===== config.mk =====
export PLATFORM = sky130hd
export DESIGN_NAME = i2s_encoder
export DESIGN_NICKNAME = d
export VERILOG_FILES = /design/src/rtl/i2s_encoder.sv
export SDC_FILE = /design/constraint.sdc
export NUM_CORES = 1
export LEC_CHECK = 0
export ABC_AREA = 1
export BUFFER_PORTS_ARGS = -buffer_cell sky130_fd_sc_hd__buf_4
export CORE_MARGIN = 2
export CORE_UTILIZATION = 33
export DETAILED_ROUTE_END_ITERATION = 12
export PLACE_DENSITY = 0.55
export SLEW_MARGIN = 20
export SYNTH_ARGS = -nofsm -noshare
export SYNTH_HDL_FRONTEND = slang
export SYNTH_SLANG_ARGS = --single-unit

===== constraint.sdc =====
create_clock -name clk_60MHz -period 2.4 [get_ports clk_60MHz]
set_input_delay 0.12 -clock clk_60MHz [delete_from_list [all_inputs] [get_ports clk_60MHz]]
set_output_delay 0.12 -clock clk_60MHz [all_outputs]
set_load 0.01 [all_outputs]

===== src/rtl/i2s_encoder.sv =====
`timescale 1ns/1ps
`default_nettype none
//============================================================================
// Module      : i2s_encoder
// Description : Philips I2S transmitter (bus master). Generates sck/ws from
//               clk_60MHz and serialises one stereo pair per frame, MSB
//               first, from a one-deep valid/ready holding register.
//               Optional macro I2S_TX_UNDERRUN_CNT_EN adds a saturating
//               16-bit underrun counter output (underrun_cnt).
// Revision    : 1.0 - initial release
//============================================================================
module i2s_encoder #(
  parameter int DATAWIDTH = 24,
  parameter int SLOTWIDTH = 32,
  parameter int CLKDIV    = 10
) (
  input  logic                 clk_60MHz,
  input  logic                 rst_n,
  input  logic                 en,
  input  logic [DATAWIDTH-1:0] l_data,
  input  logic [DATAWIDTH-1:0] r_data,
  input  logic                 data_valid,
  output logic                 data_ready,
  output logic                 sck,
  output logic                 ws,
  output logic                 sd,
  output logic                 frame_start,
  output logic                 underrun
`ifdef I2S_TX_UNDERRUN_CNT_EN
  ,
  output logic [15:0]          underrun_cnt
`endif
);

  localparam int c_FRAME_BITS = 2 * SLOTWIDTH;
  localparam int c_BIT_W      = $clog2(c_FRAME_BITS);
  localparam int c_DIV_W      = (CLKDIV > 1) ? $clog2(CLKDIV) : 1;
  localparam int c_PAD_W      = SLOTWIDTH - DATAWIDTH;

  localparam logic [c_BIT_W-1:0] c_LAST_BIT = c_BIT_W'(c_FRAME_BITS - 1);
  localparam logic [c_BIT_W-1:0] c_WS_FIRST = c_BIT_W'(SLOTWIDTH - 1);
  localparam logic [c_BIT_W-1:0] c_WS_LAST  = c_BIT_W'(c_FRAME_BITS - 2);
  localparam logic [c_DIV_W-1:0] c_DIV_LAST = c_DIV_W'(CLKDIV - 1);

  typedef enum logic [1:0] {
    S_IDLE  = 2'd0,
    S_RUN   = 2'd1,
    S_DRAIN = 2'd2
  } state_t;

  state_t                  r_state;
  state_t                  w_state_nxt;
  logic [c_DIV_W-1:0]      r_div_cnt;
  logic                    r_sck;
  logic                    r_ws;
  logic [c_BIT_W-1:0]      r_bit_cnt;
  logic [c_FRAME_BITS-1:0] r_shift;
  logic                    r_frame_start;
  logic                    r_underrun;
  logic                    r_hold_full;
  logic [DATAWIDTH-1:0]    r_l_hold;
  logic [DATAWIDTH-1:0]    r_r_hold;

  logic                    w_running;
  logic                    w_div_wrap;
  logic                    w_tick;
  logic                    w_frame_end;
  logic                    w_stop;
  logic                    w_load;
  logic                    w_accept;
  logic [c_BIT_W-1:0]      w_bit_nxt;
  logic                    w_ws_nxt;
  logic [SLOTWIDTH-1:0]    w_l_slot;
  logic [SLOTWIDTH-1:0]    w_r_slot;

  // A tick is the cycle in which sck falls; all bit-level state moves then.
  assign w_running   = (r_state != S_IDLE);
  assign w_div_wrap  = w_running && (r_div_cnt == c_DIV_LAST);
  assign w_tick      = w_div_wrap && r_sck;
  assign w_frame_end = w_tick && (r_bit_cnt == c_LAST_BIT);
  // Draining with en still low: finish here instead of loading a new frame.
  assign w_stop      = w_frame_end && (r_state == S_DRAIN) && !en;
  assign w_load      = w_frame_end && !w_stop;
  assign w_accept    = data_valid && !r_hold_full;

  assign w_bit_nxt = (r_bit_cnt == c_LAST_BIT) ? '0 : (r_bit_cnt + c_BIT_W'(1));
  // ws leads the slot boundary by one bit (Philips format).
  assign w_ws_nxt  = (w_bit_nxt >= c_WS_FIRST) && (w_bit_nxt <= c_WS_LAST);

  // Left-justify each sample in its slot; low pad bits are zero.
  assign w_l_slot = SLOTWIDTH'(r_l_hold) << c_PAD_W;
  assign w_r_slot = SLOTWIDTH'(r_r_hold) << c_PAD_W;

  // State register.
  always_ff @(posedge clk_60MHz or negedge rst_n) begin
    if (!rst_n) begin
      r_state <= S_IDLE;
    end else begin
      r_state <= w_state_nxt;
    end
  end

  // Next-state logic: a drain always completes the frame in flight.
  always_comb begin
    w_state_nxt = r_state;
    case (r_state)
      S_IDLE:  if (en) w_state_nxt = S_RUN;
      S_RUN:   if (!en) w_state_nxt = S_DRAIN;
      S_DRAIN: begin
        if (en) begin
          w_state_nxt = S_RUN;
        end else if (w_frame_end) begin
          w_state_nxt = S_IDLE;
        end
      end
      default: w_state_nxt = S_IDLE;
    endcase
  end

  // Bit-clock divider, bit counter, word select and serialiser.
  always_ff @(posedge clk_60MHz or negedge rst_n) begin
    if (!rst_n) begin
      r_div_cnt     <= '0;
      r_sck         <= 1'b0;
      r_ws          <= 1'b0;
      r_bit_cnt     <= c_LAST_BIT;
      r_shift       <= '0;
      r_frame_start <= 1'b0;
      r_underrun    <= 1'b0;
    end else begin
      r_frame_start <= w_load;
      r_underrun    <= w_load && !r_hold_full;
      if (!w_running) begin
        r_div_cnt <= '0;
        r_sck     <= 1'b0;
        r_ws      <= 1'b0;
        r_bit_cnt <= c_LAST_BIT;
        r_shift   <= '0;
      end else begin
        r_div_cnt <= w_div_wrap ? '0 : (r_div_cnt + c_DIV_W'(1));
        if (w_div_wrap) begin
          r_sck <= !r_sck;
        end
        if (w_tick) begin
          if (w_stop) begin
            r_bit_cnt <= c_LAST_BIT;
            r_ws      <= 1'b0;
            r_shift   <= '0;
          end else begin
            r_bit_cnt <= w_bit_nxt;
            r_ws      <= w_ws_nxt;
            if (w_load) begin
              // Empty holding register at a load sends silence.
              r_shift <= r_hold_full ? {w_l_slot, w_r_slot} : '0;
            end else begin
              r_shift <= r_shift << 1;
            end
          end
        end
      end
    end
  end

  // One-deep holding register; a load frees it, an accept fills it.
  always_ff @(posedge clk_60MHz or negedge rst_n) begin
    if (!rst_n) begin
      r_hold_full <= 1'b0;
      r_l_hold    <= '0;
      r_r_hold    <= '0;
    end else begin
      if (w_load) begin
        r_hold_full <= w_accept;
      end else if (w_accept) begin
        r_hold_full <= 1'b1;
      end
      if (w_accept) begin
        r_l_hold <= l_data;
        r_r_hold <= r_data;
      end
    end
  end

`ifdef I2S_TX_UNDERRUN_CNT_EN
  logic        r_en_d;
  logic [15:0] r_underrun_cnt;

  // Saturating underrun count, restarted whenever the encoder is enabled.
  always_ff @(posedge clk_60MHz or negedge rst_n) begin
    if (!rst_n) begin
      r_en_d         <= 1'b0;
      r_underrun_cnt <= '0;
    end else begin
      r_en_d <= en;
      if (en && !r_en_d) begin
        r_underrun_cnt <= '0;
      end else if (r_underrun && (r_underrun_cnt != 16'hFFFF)) begin
        r_underrun_cnt <= r_underrun_cnt + 16'd1;
      end
    end
  end

  assign underrun_cnt = r_underrun_cnt;
`endif

  assign data_ready  = !r_hold_full;
  assign sck         = r_sck;
  assign ws          = r_ws;
  assign sd          = r_shift[c_FRAME_BITS-1];
  assign frame_start = r_frame_start;
  assign underrun    = r_underrun;

endmodule
`default_nettype wire


==> results of run 1 <==
cell usage after synthesis (all sizes together):
cell type / number / area, um2
nand2: 174 / 668.1
dfrtp: 115 / 2878
nand3: 110 / 555.5
mux2: 48 / 540.5
or2: 45 / 281.5
inv: 29 / 108.9
buf: 28 / 201.4
nor2: 22 / 135.1
o21ai: 11 / 55.05
clkbuf: 9 / 33.78
dfstp: 6 / 157.7
ha: 5 / 62.56
a21oi: 4 / 23.77
o31ai: 3 / 22.52
a22oi: 2 / 25.02
a31oi: 1 / 6.260
nand4: 1 / 6.260
nor3: 1 / 16.27
xnor2: 1 / 8.760
xor2: 1 / 8.760
power groups by stage:
stage	registers, mW	clock network (mW)	logic, mW
6_report	2.11	2.70	0.317
5_1_grt	2.11	2.87	0.355
4_1_cts	2.11	2.77	0.320
3_5_place_dp	2.14	0	0.255
3_3_place_gp	2.14	0	0.249
2_1_floorplan	2.13	0	0.115
placed cells by master (no fill, tap or decap), types with 2 or more instances in the layout:
cell | synthesis | layout
buf_4 | 2 | 63
clkbuf_16 | 0 | 17
dlygate4sd3_1 | 0 | 50
mux2_2 | 48 | 48
or2_1 | 4 | 4
clkinv_4 | 0 | 2
inv_1 | 28 | 28
a22oi_2 | 2 | 2
a21oi_1 | 3 | 3
o21ai_1 | 3 | 3
nand3_2 | 1 | 2
bufinv_16 | 0 | 4
nand2_1 | 170 | 169
nand2_2 | 3 | 4
nor2_1 | 15 | 15
dfstp_2 | 6 | 6
or2_2 | 41 | 41
buf_12 | 0 | 5
dfrtp_1 | 115 | 115
clkinv_2 | 0 | 2
ha_1 | 5 | 5
nand3_1 | 109 | 108
inv_6 | 0 | 3
clkinvlp_4 | 0 | 3
o21ai_0 | 8 | 8
nor2_4 | 7 | 7
o31ai_1 | 3 | 3
cell families after synthesis:
group / after synthesis / synth area share
simple gates: 353 / 0.2869
flops: 121 / 0.5237
buf+inv: 66 / 0.05937
mux: 48 / 0.09326
compound gates: 21 / 0.02288
fa+ha+maj: 5 / 0.01079
xor+xnor: 2 / 0.003023
critical path, stage by stage, from the launching register on:
cell	delay [ps]
dfstp_2	580
ha_1	220
nand2_2	90
nor2_4	150
nand2_4	140
nor2_4	330
buf_12	210
nand3_1	100
nand3_1	110
nand2_1	60
registers in the layout (all words and copies together) (netlist names), 2 cells and up:
name / cells
r_div_cnt: 4
r_r_hold: 24
r_state: 2
r_l_hold: 24
r_shift: 56
r_bit_cnt: 6
how the worst min path moves through the flow:
stage	cells past startpoint	end	slack, ps	startpoint
after CTS	3	r_hold_full	300	data_valid
final	2	r_r_hold[4]	290	rst_n
after global routing	3	r_hold_full	340	data_valid
after detailed placement	1	r_shift[63]	230	rst_n
after floorplan	0	frame_start	-180	rst_n
after global placement	1	r_shift[63]	220	rst_n
final cells by class:
type | count | area, um2 | share of cell area
clock buffers | 17 | 425.4 | 0.05634
inverters | 29 | 108.9 | 0.01442
multi-input cells | 430 | 2430 | 0.3218
clock inverters | 14 | 196.4 | 0.02601
repair buffers | 118 | 1074 | 0.1422
flip-flops and latches | 121 | 3035 | 0.4020
well taps | 225 | 281.5 | 0.03728
what timing repair did:
action / in CTS / in global routing
hold buffers: 50 / 0
endpoints found under the setup margin: 0 / 9
hold endpoints to repair: 98 / 0
buffers inserted: 0 / 0
layer usage:
metal	wire, um	track usage	vias to the layer above	share of wire
li1	-	-	2212	-
met1	6254	0.2089	2163	0.48
met2	6251	0.2319	75	0.48
met3	512	0.04037	6	0.039
met4	108	0.05556	0	0.0082
met5	0	0	-	0
==> results.sh, run 1 <==
export IMPL_status="complete, no violations"
export IMPL_grt_pass1_wl_mm=22.01
export IMPL_startpoint="r_bit_cnt[1]"
export IMPL_p_leak_nw=3.650
export IMPL_grt_setup_unrepaired="no"
export IMPL_switching_share=0.2242
export IMPL_grt_max_degree=53
export IMPL_placed_cell_area_mm2=0.006422
export IMPL_setup_tns_ps=0
export IMPL_port_buffers=57
export IMPL_dr_pass1_iters=4
export IMPL_p_per_area_mw_per_mm2=678.1
export IMPL_p_int_mw=3.972
export IMPL_drtAntennaViolNets=0
export IMPL_hold_ws_ps=285.3
export IMPL_p_seq_frac=0.411
export IMPL_crit_type="reg -> reg"
export IMPL_ir_worst_vdd_v=0.0005385
export IMPL_period_share=0.8843
export IMPL_utilization=0.4381
export IMPL_finalClockSkew_ps=18.21
export IMPL_wire_per_inst_um=13.76
export IMPL_gp_congestion=0.7755
export IMPL_drv_slew=0
export IMPL_power_share_clock=0.527
export IMPL_p_switching_mw=1.148
export IMPL_synth_cell_type_count=30
export IMPL_core_rowCount=48
export IMPL_boundaryPins=58
export IMPL_syn_to_final_growth_pct=30.29
export IMPL_initial_core_util=0.3362
export IMPL_remaining_drc_errors=0
export IMPL_combPwrFrac=0.062
export IMPL_wirelength_mm=13.13
export IMPL_nNetsFinal=774
export IMPL_fmax_ghz=0.4712
export IMPL_cts_root_buf="clkbuf_16"
export IMPL_instances_no_fill=954
export IMPL_cts_resized=0
export IMPL_vias=4456
export IMPL_drt_iter0_drc=256
export IMPL_placed_cells=872
export IMPL_grt_pass1_vias=4425
export IMPL_fin_area_mm2=0.007551
export IMPL_via_per_inst=4.671
export IMPL_syn_area_mm2=0.005796
export IMPL_clkSinkCount=121
export IMPL_cts_tree="yes"
export IMPL_setup_viol=0
export IMPL_die_area_mm2=0.01864
export IMPL_clk_pin_slew_ps=60
export IMPL_setup_ws_ps=277.7
export IMPL_end_kind="register"
export IMPL_r2r_end="r_shift[62]"
export IMPL_cp_max_fo=19
export IMPL_drv_cap=0
export IMPL_yosys_warnings=0
export IMPL_ys_seq_area_frac=0.5237
export IMPL_start_kind="register"
export IMPL_dp_worst_setup_slack_ps=71.34
export IMPL_syn_area_per_cell_um2=9.408
export IMPL_globalRouteTotalUtil=0.1524
export IMPL_postSynthCellCount=616
export IMPL_fin_crit_ps=2122
export IMPL_synth_seq_cells=121
export IMPL_core_area_mm2=0.01724
export IMPL_r2r_start="r_bit_cnt[1]"
export IMPL_dp_hpwl_mm=8.073
export IMPL_h_tree_depth=4
export IMPL_clockBufferDepth=2
export IMPL_cts_buffers=17
export IMPL_rrSetupSlack_ps=280
export IMPL_reg2reg_depth=9
export IMPL_tightest_slew_ps=945.0
export IMPL_synth_nets=673
export IMPL_cp_arrival_ps=2420
export IMPL_antenna_cells=0
export IMPL_min_path_type="in -> async"
export IMPL_cp_required_ps=2700
export IMPL_die_w_um=136.5
export IMPL_fillCellCount=1671
export IMPL_grt_overflow_total=0
export IMPL_fp_dieH_um=136.5
export IMPL_slew_headroom=0.3693
export IMPL_antenna_found_initial=0
export IMPL_power_mw=5.120
export IMPL_drive_gt1_frac=0.2936
export IMPL_insertion_delay_ps=430
export IMPL_hold_violations=0
export IMPL_endpoint="r_shift[62]"
No activity file was read; power rests on OpenSTA's default activity.
==> inputs of run 2 (changes only) <==
Settings changed: RECOVER_POWER set to 100.
==> results.sh, run 2 (synthesis gave the netlist of run 1 again) <==
export IMPL_clk_pin_slew_ps=60
export IMPL_period_share=0.9135
export IMPL_drive_gt1_frac=0.2812
export IMPL_largest_register="r_shift"
export IMPL_remaining_drc_errors=0
export IMPL_drt_iter0_drc=288
export IMPL_dp_hpwl_mm=8.073
export IMPL_h_tree_depth=4
export IMPL_p_leak_nw=3.614
export IMPL_core_area_mm2=0.01724
export IMPL_cts_buffers=17
export IMPL_top_regs="r_shift (56), r_l_hold (24), r_r_hold (24)"
export IMPL_slew_headroom=0.08109
export IMPL_power_mw=5.118
export IMPL_final_common_cell="nand2_1"
export IMPL_placed_cell_area_mm2=0.006422
export IMPL_wire_per_inst_um=13.73
export IMPL_cts_root_buf="clkbuf_16"
export IMPL_crit_type="reg -> reg"
export IMPL_antenna_found_initial=0
export IMPL_syn_to_final_growth_pct=29.43
export IMPL_p_per_area_mw_per_mm2=682.3
export IMPL_final_cell_mix="nand2_1 (170), dfrtp_1 (115), nand3_1 (108)"
export IMPL_grt_max_degree=53
export IMPL_use_met3=0.04037
export IMPL_setup_ws_ps=207.5
export IMPL_grt_setup_unrepaired="no"
export IMPL_end_kind="register"
export IMPL_clkSinkCount=121
export IMPL_use_met2=0.2319
export IMPL_die_w_um=136.5
export IMPL_insertion_delay_ps=420
export IMPL_dp_worst_setup_slack_ps=71.34
export IMPL_grt_overflow_total=0
export IMPL_globalRouteTotalUtil=0.1524
export IMPL_nNetsFinal=774
export IMPL_fmax_ghz=0.4561
export IMPL_r2r_end="r_shift[62]"
export IMPL_grt_pass1_vias=4425
export IMPL_setup_tns_ps=0
export IMPL_drv_slew=0
export IMPL_fin_crit_ps=2192
export IMPL_antenna_cells=0
export IMPL_endpoint="r_shift[62]"
export IMPL_reg2reg_depth=9
export IMPL_met1_usage=0.2089
export IMPL_status="complete, no violations"
export IMPL_hold_violations=0
export IMPL_rrSetupSlack_ps=210
export IMPL_cp_max_fo=19
export IMPL_startpoint="r_bit_cnt[1]"
export IMPL_cts_setup_buffers=0
export IMPL_min_path_type="in -> reg"
export IMPL_globalRoute_busiestLayer="met2"
export IMPL_gp_congestion=0.7755
export IMPL_via_per_inst=4.692
export IMPL_port_buffers=57
export IMPL_fillCellCount=1680
export IMPL_clockBufferDepth=2
export IMPL_hold_ws_ps=466.7
export IMPL_placed_cells=872
export IMPL_cp_required_ps=2700
export IMPL_utilization=0.4352
export IMPL_core_rowCount=48
export IMPL_die_area_mm2=0.01864
export IMPL_setup_viol=0
export IMPL_tightest_slew_ps=1378
export IMPL_dr_pass1_iters=4
export IMPL_start_kind="register"
export IMPL_instances_no_fill=954
export IMPL_cp_arrival_ps=2490
export IMPL_initial_core_util=0.3362
export IMPL_finalClockSkew_ps=12.46
export IMPL_ir_worst_vdd_v=0.0005390
export IMPL_drv_cap=0
export IMPL_wirelength_mm=13.10
export IMPL_largest_reg_flops=56
export IMPL_vias=4476
export IMPL_drtAntennaViolNets=0
export IMPL_fp_dieH_um=136.5
export IMPL_r2r_start="r_bit_cnt[1]"
export IMPL_cts_resized=0
export IMPL_cts_tree="yes"
export IMPL_boundaryPins=58
export IMPL_fin_area_mm2=0.007501
export IMPL_grt_pass1_wl_mm=22.01
-- run 2: per-layer routing --
layer	routed length [um]	part of all wire	up-vias
met4	129	0.0098	0
met3	486	0.037	9
met2	6256	0.48	92
met5	0	0	-
met1	6225	0.48	2166
li1	-	-	2209
-- run 2: worst min-delay path by stage --
| stage | from | to | depth (start not counted) |
|---|---|---|---|
| floorplan | rst_n | frame_start | 0 |
| global placement | rst_n | r_shift[63] | 1 |
| detailed placement | rst_n | r_shift[63] | 1 |
| CTS | data_valid | r_hold_full | 3 |
| global route | r_data[20] | r_r_hold[20] | 3 |
| finish | r_data[15] | r_r_hold[15] | 3 |
-- run 2: layout make-up --
type	count	area (um2)	share of cell area
Timing Repair Buffer	118	1031	0.1374
Sequential cell	121	3035	0.4047
Clock inverter	14	196.4	0.02619
Multi-Input combinational cell	430	2422	0.3229
Inverter	29	108.9	0.01451
Clock buffer	17	425.4	0.05671
Tap cell	225	281.5	0.03753
-- run 2: power breakdown --
part           leakage [nW]  switching (mW)  internal [mW]  total, mW
logic                  1.66           0.158          0.155      0.314
clock network         0.296           0.961           1.74       2.70
registers              1.66          0.0288           2.08       2.11
-- run 2: repair_timing --
action                                  in CTS  in global routing
endpoints found under the setup margin       0                  9
hold endpoints to repair                    98                  0
hold buffers                                50                  0
-- run 2: critical path, cell delays in order (launching register included) --
cell and delay [ps]:
dfstp_1 620, ha_1 250, nand2_2 90, nor2_4 150, nand2_4 150, nor2_4 340, buf_12 210, nand3_1 100
nand3_1 110, nand2_1 60
